### src/rtl/icache_nway.sv
// icache_nway: read-only N-way set-associative instruction cache with tree PLRU
// replacement, single-cycle flush and saturating hit/miss counters.
module icache_nway #(
   parameter int WAYS       = 2,
   parameter int SETS       = 8,
   parameter int LINE_BYTES = 32
) (
   input  logic                      clk,
   input  logic                      rst,
   input  logic                      read_a,
   input  logic [31:0]               address_a,
   output logic [31:0]               rdata_a,
   output logic                      resp_a,
   input  logic                      flush,
   output logic                      pmem_read_a,
   output logic [31:0]               pmem_addr_a,
   input  logic                      pmem_resp_a,
   input  logic [8*LINE_BYTES-1:0]   pmem_rdata_a,
   output logic [31:0]               hit_count,
   output logic [31:0]               miss_count
);
   localparam int LINE_BITS = 8 * LINE_BYTES;
   localparam int OFF       = $clog2(LINE_BYTES);
   localparam int IDX       = $clog2(SETS);
   localparam int TAG       = 32 - OFF - IDX;
   localparam int WB        = $clog2(WAYS);
   localparam int NODES     = WAYS - 1;

   typedef enum logic [1:0] {IDLE, FETCH, INSTALL} state_t;
   state_t r_state, w_next;

   logic [LINE_BITS-1:0] r_data  [WAYS][SETS];
   logic [TAG-1:0]       r_tag   [WAYS][SETS];
   logic [SETS-1:0]      r_valid [WAYS];
   logic [NODES-1:0]     r_plru  [SETS];
   logic [TAG+IDX-1:0]   r_line;
   logic [WB-1:0]        r_victim;
   logic                 r_flushed;
   logic                 r_retry;
   logic [31:0]          r_hits;
   logic [31:0]          r_misses;

   logic [IDX-1:0]       w_idx;
   logic [IDX-1:0]       w_ridx;
   logic [TAG-1:0]       w_tag;
   logic [OFF-3:0]       w_wsel;
   logic                 w_hit_any;
   logic                 w_any_inv;
   logic                 w_hit;
   logic                 w_miss;
   logic [WB-1:0]        w_hit_way;
   logic [WB-1:0]        w_inv_way;
   logic [WB-1:0]        w_victim;
   logic [LINE_BITS-1:0] w_line;
   logic                 w_unused;

   // Way w sits under the tree with w[0] choosing at the root, w[1] at the next level, ...
   function automatic logic [WB-1:0] plru_victim(input logic [NODES-1:0] t);
      int   n;
      logic b;
      n = 0;
      plru_victim = '0;
      for (int l = 0; l < WB; l++) begin
         b = 1'b0;
         for (int k = 0; k < NODES; k++) if (k == n) b = t[k];
         plru_victim[l] = b;
         n = 2 * n + (b ? 2 : 1);
      end
   endfunction

   function automatic logic [NODES-1:0] plru_touch(input logic [NODES-1:0] t, input logic [WB-1:0] w);
      int n;
      n = 0;
      plru_touch = t;
      for (int l = 0; l < WB; l++) begin
         for (int k = 0; k < NODES; k++) if (k == n) plru_touch[k] = ~w[l];
         n = 2 * n + (w[l] ? 2 : 1);
      end
   endfunction

   assign w_idx       = address_a[OFF+IDX-1:OFF];
   assign w_tag       = address_a[31:OFF+IDX];
   assign w_wsel      = address_a[OFF-1:2];
   assign w_unused    = ^address_a[1:0];
   assign w_ridx      = r_line[IDX-1:0];
   assign w_line      = r_data[w_hit_way][w_idx];
   assign w_hit       = r_state == IDLE && read_a && w_hit_any;
   assign w_miss      = r_state == IDLE && read_a && !w_hit_any;
   assign resp_a      = w_hit;
   assign rdata_a     = w_line[{w_wsel, 5'd0} +: 32];
   assign pmem_read_a = r_state == FETCH;
   assign pmem_addr_a = {r_line, {OFF{1'b0}}};
   assign hit_count   = r_hits;
   assign miss_count  = r_misses;

   always_comb begin
      w_hit_any = 1'b0;
      w_hit_way = '0;
      for (int w = WAYS - 1; w >= 0; w--)
         if (r_valid[w][w_idx] && r_tag[w][w_idx] == w_tag) begin
            w_hit_any = 1'b1;
            w_hit_way = WB'(w);
         end
   end

   // Lowest-index invalid way takes priority over the PLRU choice.
   always_comb begin
      w_any_inv = 1'b0;
      w_inv_way = '0;
      for (int w = WAYS - 1; w >= 0; w--)
         if (!r_valid[w][w_ridx]) begin
            w_any_inv = 1'b1;
            w_inv_way = WB'(w);
         end
      w_victim = w_any_inv ? w_inv_way : plru_victim(r_plru[w_ridx]);
   end

   always_comb begin
      w_next = r_state;
      case (r_state)
         IDLE:    w_next = w_miss ? FETCH : IDLE;
         FETCH:   w_next = pmem_resp_a ? INSTALL : FETCH;
         default: w_next = IDLE;
      endcase
   end

   always_ff @(posedge clk) r_state <= rst ? IDLE : w_next;

   always_ff @(posedge clk) if (r_state == FETCH && pmem_resp_a) r_data[w_victim][w_ridx] <= pmem_rdata_a;

   // r_retry marks a held request that already counted as a miss, so its final hit is not counted.
   always_ff @(posedge clk) begin
      if (rst) begin
         for (int w = 0; w < WAYS; w++) r_valid[w] <= '0;
         for (int s = 0; s < SETS; s++) r_plru[s] <= '0;
         r_hits    <= '0;
         r_misses  <= '0;
         r_retry   <= 1'b0;
         r_flushed <= 1'b0;
      end else begin
         r_retry <= r_state == IDLE ? w_miss : r_retry && read_a;
         if (w_miss) begin
            r_line    <= {w_tag, w_idx};
            r_flushed <= 1'b0;
            if (r_misses != '1) r_misses <= r_misses + 1;
         end
         if (w_hit) begin
            r_plru[w_idx] <= plru_touch(r_plru[w_idx], w_hit_way);
            if (!r_retry && r_hits != '1) r_hits <= r_hits + 1;
         end
         if (r_state == FETCH && flush) r_flushed <= 1'b1;
         if (r_state == FETCH && pmem_resp_a) begin
            r_victim                <= w_victim;
            r_tag[w_victim][w_ridx] <= r_line[TAG+IDX-1:IDX];
         end
         if (r_state == INSTALL) begin
            r_plru[w_ridx] <= plru_touch(r_plru[w_ridx], r_victim);
            if (!r_flushed) r_valid[r_victim][w_ridx] <= 1'b1;
         end
         if (flush) for (int w = 0; w < WAYS; w++) r_valid[w] <= '0;
      end
   end
endmodule

### config.mk
export PLATFORM = sky130hd
export DESIGN_NAME = icache_nway
export DESIGN_NICKNAME = d
export VERILOG_FILES = /design/src/rtl/icache_nway.sv
export SDC_FILE = /design/constraint.sdc
export NUM_CORES = 2
export LEC_CHECK = 0
export ABC_AREA = 0
export CELL_PAD_IN_SITES_DETAIL_PLACEMENT = 2
export CELL_PAD_IN_SITES_GLOBAL_PLACEMENT = 2
export CORE_ASPECT_RATIO = 1.5
export CORE_MARGIN = 2
export CORE_UTILIZATION = 25
export CTS_CLUSTER_DIAMETER = 50
export DETAILED_ROUTE_END_ITERATION = 6
export GPL_ROUTABILITY_DRIVEN = 0
export HOLD_SLACK_MARGIN = 0.06
export MAX_ROUTING_LAYER = met4
export PLACE_DENSITY_LB_ADDON = 0.1
export RECOVER_POWER = 50
export SLEW_MARGIN = 20
export SYNTH_ARGS = -nofsm -noshare
export SYNTH_HDL_FRONTEND = slang
export SYNTH_MEMORY_MAX_BITS = 65536
export SYNTH_SLANG_ARGS = --single-unit
### constraint.sdc
create_clock -name clk -period 16.21 [get_ports clk]
set_input_delay 4.863 -clock clk [delete_from_list [all_inputs] [get_ports clk]]
set_output_delay 4.863 -clock clk [all_outputs]
set_load 0.1 [all_outputs]
; ---- Word-level counts from Yosys, hierarchy flattened
; Memories as Yosys holds them, arrays and structs flattened. A register that Yosys moved wholly into a read port is not among the register bits.
; Cells that the tools add are included.
[word_totals]
reg_bits = 96
mem_bits_rw = 4504
inputBits = 293
elab_cells = 176
mem_count = 4
[memory_table]
columns = name, words, width, rd, rd_ports_with_merged_regs, wr, line
row1 = r_data, 2, 2048, 1, 0, 1, 32  ; logic [LINE_BITS-1:0] r_data [WAYS][SETS];
row2 = r_tag, 2, 192, 2, 0, 1, 33  ; logic [TAG-1:0] r_tag [WAYS][SETS];
row3 = r_valid, 2, 8, 2, 0, 2, 34  ; logic [SETS-1:0] r_valid [WAYS];
row4 = r_plru, 8, 1, 1, 1, 8, 35  ; logic [NODES-1:0] r_plru [SETS];
[classes]
add_sub_neg = 2
order_cmp = 6
eq_ne = 8
n_shift = 1
mux = 71
bitwise = 55
n_reduce_logical = 22
[op_table]
columns = cell, count
row1 = $mux W2048, 1
row2 = $bmux W256 S3, 1
row3 = $demux W256 S3, 1
row4 = $mux W256, 3
row5 = $shiftx A256 B9 Y32, 1
row6 = $mux W192, 1
row7 = $bmux W24 S3, 2
row8 = $mux W24, 5
row9 = $demux W24 S3, 1
row10 = $add A32 B1 Y32 const B, 2
row11 = $ne A32 B32 Y1 const B, 2
row12 = $eq A24 B24 Y1, 2
row13 = $mux W1, 41
row14 = $mux W8, 5
row15 = $and A1 B1 Y1, 32
row16 = $not A1 Y1, 19
row17 = $bmux W1 S3, 4
row18 = $logic_and A1 B1 Y1, 11
row19 = $mux W3, 3
row20 = $ge A4 B4 Y1 const B, 2
row21 = $lt A3 B4 Y1 const B, 2
row22 = $not A3 Y4, 2
row23 = $reduce_and A2 Y1, 4
row24 = $reduce_or A8 Y1, 1
row25 = 13 further kinds, 17

; ---- Longest topological paths before layout
[depth]
word_depth = 15
mapped_depth = 25
depth_no_buf = 13

; ---- Worst setup path before layout
; OpenSTA, ideal clock, no wires.
[synth_path]
path_type = input -> register
start = input pmem_resp_a
end = memory r_data[0][0] in the netlist's numbering, enable pin
setup_ps = 878
t_arrival_ps = 16050
t_required_ps = 15332
setup_slack_ps = -719
path_stages = 4
path_cell_list = nand2_1 or2_2 clkbuf_1 nor2_1
[synth_via]
elab_chain_cells = 3
[synth_lines]
columns = item, line
row1 = from (decl), 17  ; input logic pmem_resp_a,
row2 = $logic_and A1 B1 Y1, 129  ; always_ff @(posedge clk) if (r_state == FETCH && pmem_resp_a) r_data[w_victim][w_ridx] <= pmem_rdata_a;
row3 = $mux W1, 129
row4 = $mux W2048 (not written as such), 129
row5 = to (decl), 32
; No other way between the ends.

; ---- Worst setup path in the final report
[layout_path]
start = input address_a[5]
end = output rdata_a[24]
[layout_via]
elab_chain_cells = 13
elab_cells_between_ends = 22
classes_between = 2 x eq/ne / 1 x shift / 15 x mux / 1 x bitwise / 2 x reduce/logical / 1 x memory
[layout_lines]
columns = item, line
row1 = from (decl), 11  ; input logic [31:0] address_a,
row2 = $not A3 Y4 (not written as such), "86, 100"
row3 = $bmux W24 S3, 100  ; if (r_valid[w][w_idx] && r_tag[w][w_idx] == w_tag) begin
row4 = $mux W24 (not written as such) (2 in a row), 100
row5 = $eq A24 B24 Y1, 100
row6 = $logic_and A1 B1 Y1, 100
row7 = $mux W1 (2 in a row), 100
row8 = $mem_v2 Z2 W2048, -
row9 = $bmux W256 S3 *, 86  ; assign w_line = r_data[w_hit_way][w_idx];
row10 = $mux W256 (not written as such) * (2 in a row), 86
row11 = $shiftx A256 B9 Y32 *, 90  ; assign rdata_a = w_line[{w_wsel, 5'd0} +: 32];
row12 = to (decl), 12  ; output logic [31:0] rdata_a,
; Mark *: on every way between the ends. The rest lies on a longest branch, timed or not. The select of a mux whose other input is x is not followed.

==> flow_summary.json <==
{
  "netlist_instances": 10503,
  "start_util_pct": 25.1,
  "dieHeight_um": 1030,
  "violations": "max-capacitance violations, max-slew violations",
  "vias": 101354,
  "cp_max_fo": 48,
  "clkTransAtPathRegs_ns": 0.05,
  "yosys-top-cells-area": "edfxtp_1 (77%), mux4_2 (6.0%), nand2_1 (4.5%)",
  "hold_path_class": "flip-flop to flip-flop",
  "rsz0062_at_grt": "false",
  "r2r-start": "r_line[1]$_DFFE_PN_",
  "clk_latency_ns": 1.08,
  "numPortBuffers": 415,
  "p_per_area_nw_per_um2": 125,
  "stdcell_count": 21272,
  "critical_path_arrival_ns": 10.93,
  "drt_iter0_drc": 6785,
  "clock_skew_ns": 0.0564,
  "async_reset_ff_share_pct": 0,
  "seqPwrFrac_pct": 49.1,
  "placed_cells_incl_taps": 20117,
  "io_pins": 423,
  "finalSetupTns_ns": 0,
  "grt_pass1_vias": 112762,
  "cp-start-kind": "input port",
  "cts_root_buf": "clkbuf_16",
  "clock_power_share_pct": 46.5,
  "cts.htree.levels": 6,
  "wl_met3_um": 25900,
  "crit_required_ns": 11.35,
  "die_width_um": 691,
  "drive_above_1_share_pct": 16.5,
  "drv_slew": 303,
  "cts_tree": "built",
  "register_area_um2": 137000,
  "swShare_pct": 22.6,
  "met1_length_um": 286000,
  "hold_viol": 0,
  "via_per_inst": 4.76,
  "die_area_um2": 716000,
  "rows": 378,
  "drt_pass1_iterations": 7,
  "grtUsageTotal_pct": 19.4,
  "yosysUniqueCellTypes": 66,
  "overflow": 0,
  "synth-seq-cells": 4603,
  "wl_per_cell_um": 32.2,
  "setup.worst_path.start": "address_a[5]",
  "min_from": "r_valid[1][6]$_DFF_P_",
  "setup_violations": 0,
  "nFillCells": 71645,
  "ys_warn_count": 0,
  "synth_top_area_cell": "edfxtp_1",
  "dr_wl_met2_um": 357000,
  "max_slew.worst_pin.slew_ns": 7.33,
  "grt_start_max_net_pins": 98,
  "area_growth_pct": 21.0,
  "pwr-share-comb_pct": 4.3,
  "cts_setup_buffers": 0,
  "cts_buffers": 567,
  "synth_top_area_share_pct": 76.5,
  "antenna_left": 0,
  "critPathKind": "input port to output port",
  "clockBufferDepth": 5,
  "relSlewSlack_pct": -389,
  "status": "finished with violations",
  "hpwl_um": 393000,
  "grt_pass1_wl_um": 941000,
  "power.switching_mw": 6.03,
  "synth_edf_count": 4516,
  "synth-main-ff-cell": "edfxtp_1",
  "period_share_pct": 97.4,
  "p_leak_nw": 69.7,
  "drv_cap": 12,
  "worst_setup_path_end_kind": "output port",
  "p_int_mw": 20.7,
  "antenna_found_initial": 202,
  "fin_nets": 11671,
  "syn_avg_cell_area_um2": 16.9,
  "peakVddDrop_uv": 81.0,
  "top_layer": "met4",
  "netlist_area_um2": 177000,
  "core_um2": 706000,
  "multiInputGateArea_um2": 37100,
  "drt-total-wl_um": 685000,
  "synth_seq_area_share_pct": 77.5,
  "period_minus_slack_ns": 15.79,
  "drc": 0,
  "numClockSinks": 4603,
  "max_freq_mhz": 63.3
}
worst paths after layout:
check                                   end  slack [ns]  depth (start not counted)
hold reg to reg       r_valid[1][6]$_DFF_P_        0.49                          2
setup / recovery                rdata_a[24]        0.42                         21
hold / removal        r_valid[1][6]$_DFF_P_        0.49                          2
setup reg to reg  r_data[0][1247]$_DFFE_PP_        6.71                          8
routing by layer:
layer  global-route usage [%]  up-vias
met5                        -        -
met4                     4.77        0
met3                     2.98      922
met2                     34.5     1898
met1                     23.0    55438
li1                         -    43096
state kept, by name, indices dropped and copies added (netlist names), named ones only:
name and cells:
r_line 27, r_state 2, r_tag 384, miss_count 32, r_data 4096, r_plru 8
r_victim 1, r_retry 1, r_valid 16, hit_count 32, r_flushed 1
Yosys cell counts, types with 58 or more instances:
master    instances
edfxtp_1       4516
o211ai_1        104
buf_4            58
mux2i_1         348
a31oi_1         328
a22oi_1         155
nor2_1          139
buf_2           133
nand3_1         716
clkbuf_1        330
nand4_1         130
nand2_1        2113
a32oi_1          60
mux4_2          474
a21oi_1         110
dfxtp_1          87
cell families (layout without fill, tap and decap cells):
kind of cell	after synthesis	in the layout	synth area share, %
compound gates	1020	1020	3.99
mux	879	879	8.35
fa+ha+maj	2	2	0.0141
flops	4603	4603	77.5
simple gates	3291	3291	7.98
buf+inv	636	1924	1.78
other cells	1	172	0.00212
xor+xnor	71	71	0.351
stage by stage:
step           utilization, %  cell area, um2  hold WS, ns  power (mW)  setup slack, ns
2_1_floorplan               -          177000        0.439        13.8           -0.719
3_3_place_gp             27.8          196000        0.464        14.6          -0.0771
3_5_place_dp             27.8          196000        0.476        14.6          -0.0619
4_1_cts                  30.3          214000        0.489        27.2           0.0287
5_1_grt                  30.3          214000        0.506        27.6           0.0618
6_report                 30.4          214000        0.491        26.7            0.416
power groups by stage:
| stage | logic [mW] | registers, mW | clock network, mW |
|---|---|---|---|
| floorplan | 0.432 | 13.4 | 0 |
| global placement | 1.19 | 13.4 | 0 |
| detailed placement | 1.21 | 13.4 | 0 |
| CTS | 1.21 | 13.1 | 12.9 |
| global route | 1.22 | 13.1 | 13.2 |
| finish | 1.15 | 13.1 | 12.4 |
critical path, stage by stage:
cell      delay [ns]
buf_12          0.29
buf_12          0.35
buf_4           0.37
mux2_2          0.38
o22ai_1         0.18
a221oi_1        0.09
xnor2_1         0.30
nand4_1         0.23
nor4_4          0.37
nand2b_4        0.42
buf_12          0.23
buf_12          0.24
buf_12          0.25
buf_4           0.21
mux4_2          0.50
o211ai_1        0.30
nand4_1         0.15
nor3_1          0.29
buf_4           0.20
nand3_1         0.26
buf_12          0.27
layout by cell type (no fill, tap or decap), types with 14 or more instances in the layout:
cell             count
o21ai_0             48
o22ai_1             29
clkdlybuf4s50_1     96
edfxtp_1          4516
a22oi_1            155
nor2_1              99
or3_1               35
dfxtp_1             87
nand3_1            712
o2111ai_1           53
mux2_2              57
clkinv_2            76
diode_2            167
clkinvlp_4          27
dlygate4sd3_1      281
clkinv_1           113
buf_12             167
inv_6               27
clkbuf_1           101
nand4_1            130
nor2_2              22
mux4_2             474
nor3_1              14
clkbuf_16          587
a31oi_1            325
buf_4              366
a32oi_1             60
nor2_4              18
xnor2_1             32
a21oi_1            110
nand2_1           2108
clkinv_4            14
xor2_1              39
bufinv_16           40
o211ai_1           104
and3_1              55
a2111oi_0           25
mux2i_1            348
area by class of cell:
cell class              instances  area share (%)
flip-flops and latches       4603            64.1
multi-input cells            5268            17.3
clock buffers                 681            7.03
well taps                    9310            5.44
repair buffers                924            4.65
clock inverters               307            1.27
diodes                        167           0.195
inverters                      12          0.0245
what timing repair did:
| item | CTS | global route |
|---|---|---|
| pin swaps | 0 | 0 |
| endpoints found under the setup margin | 1 | 3 |
| gates resized for setup | 1 | 1 |
| hold buffers | 0 | 0 |
Note: power is estimated with default switching activity, not from simulation.
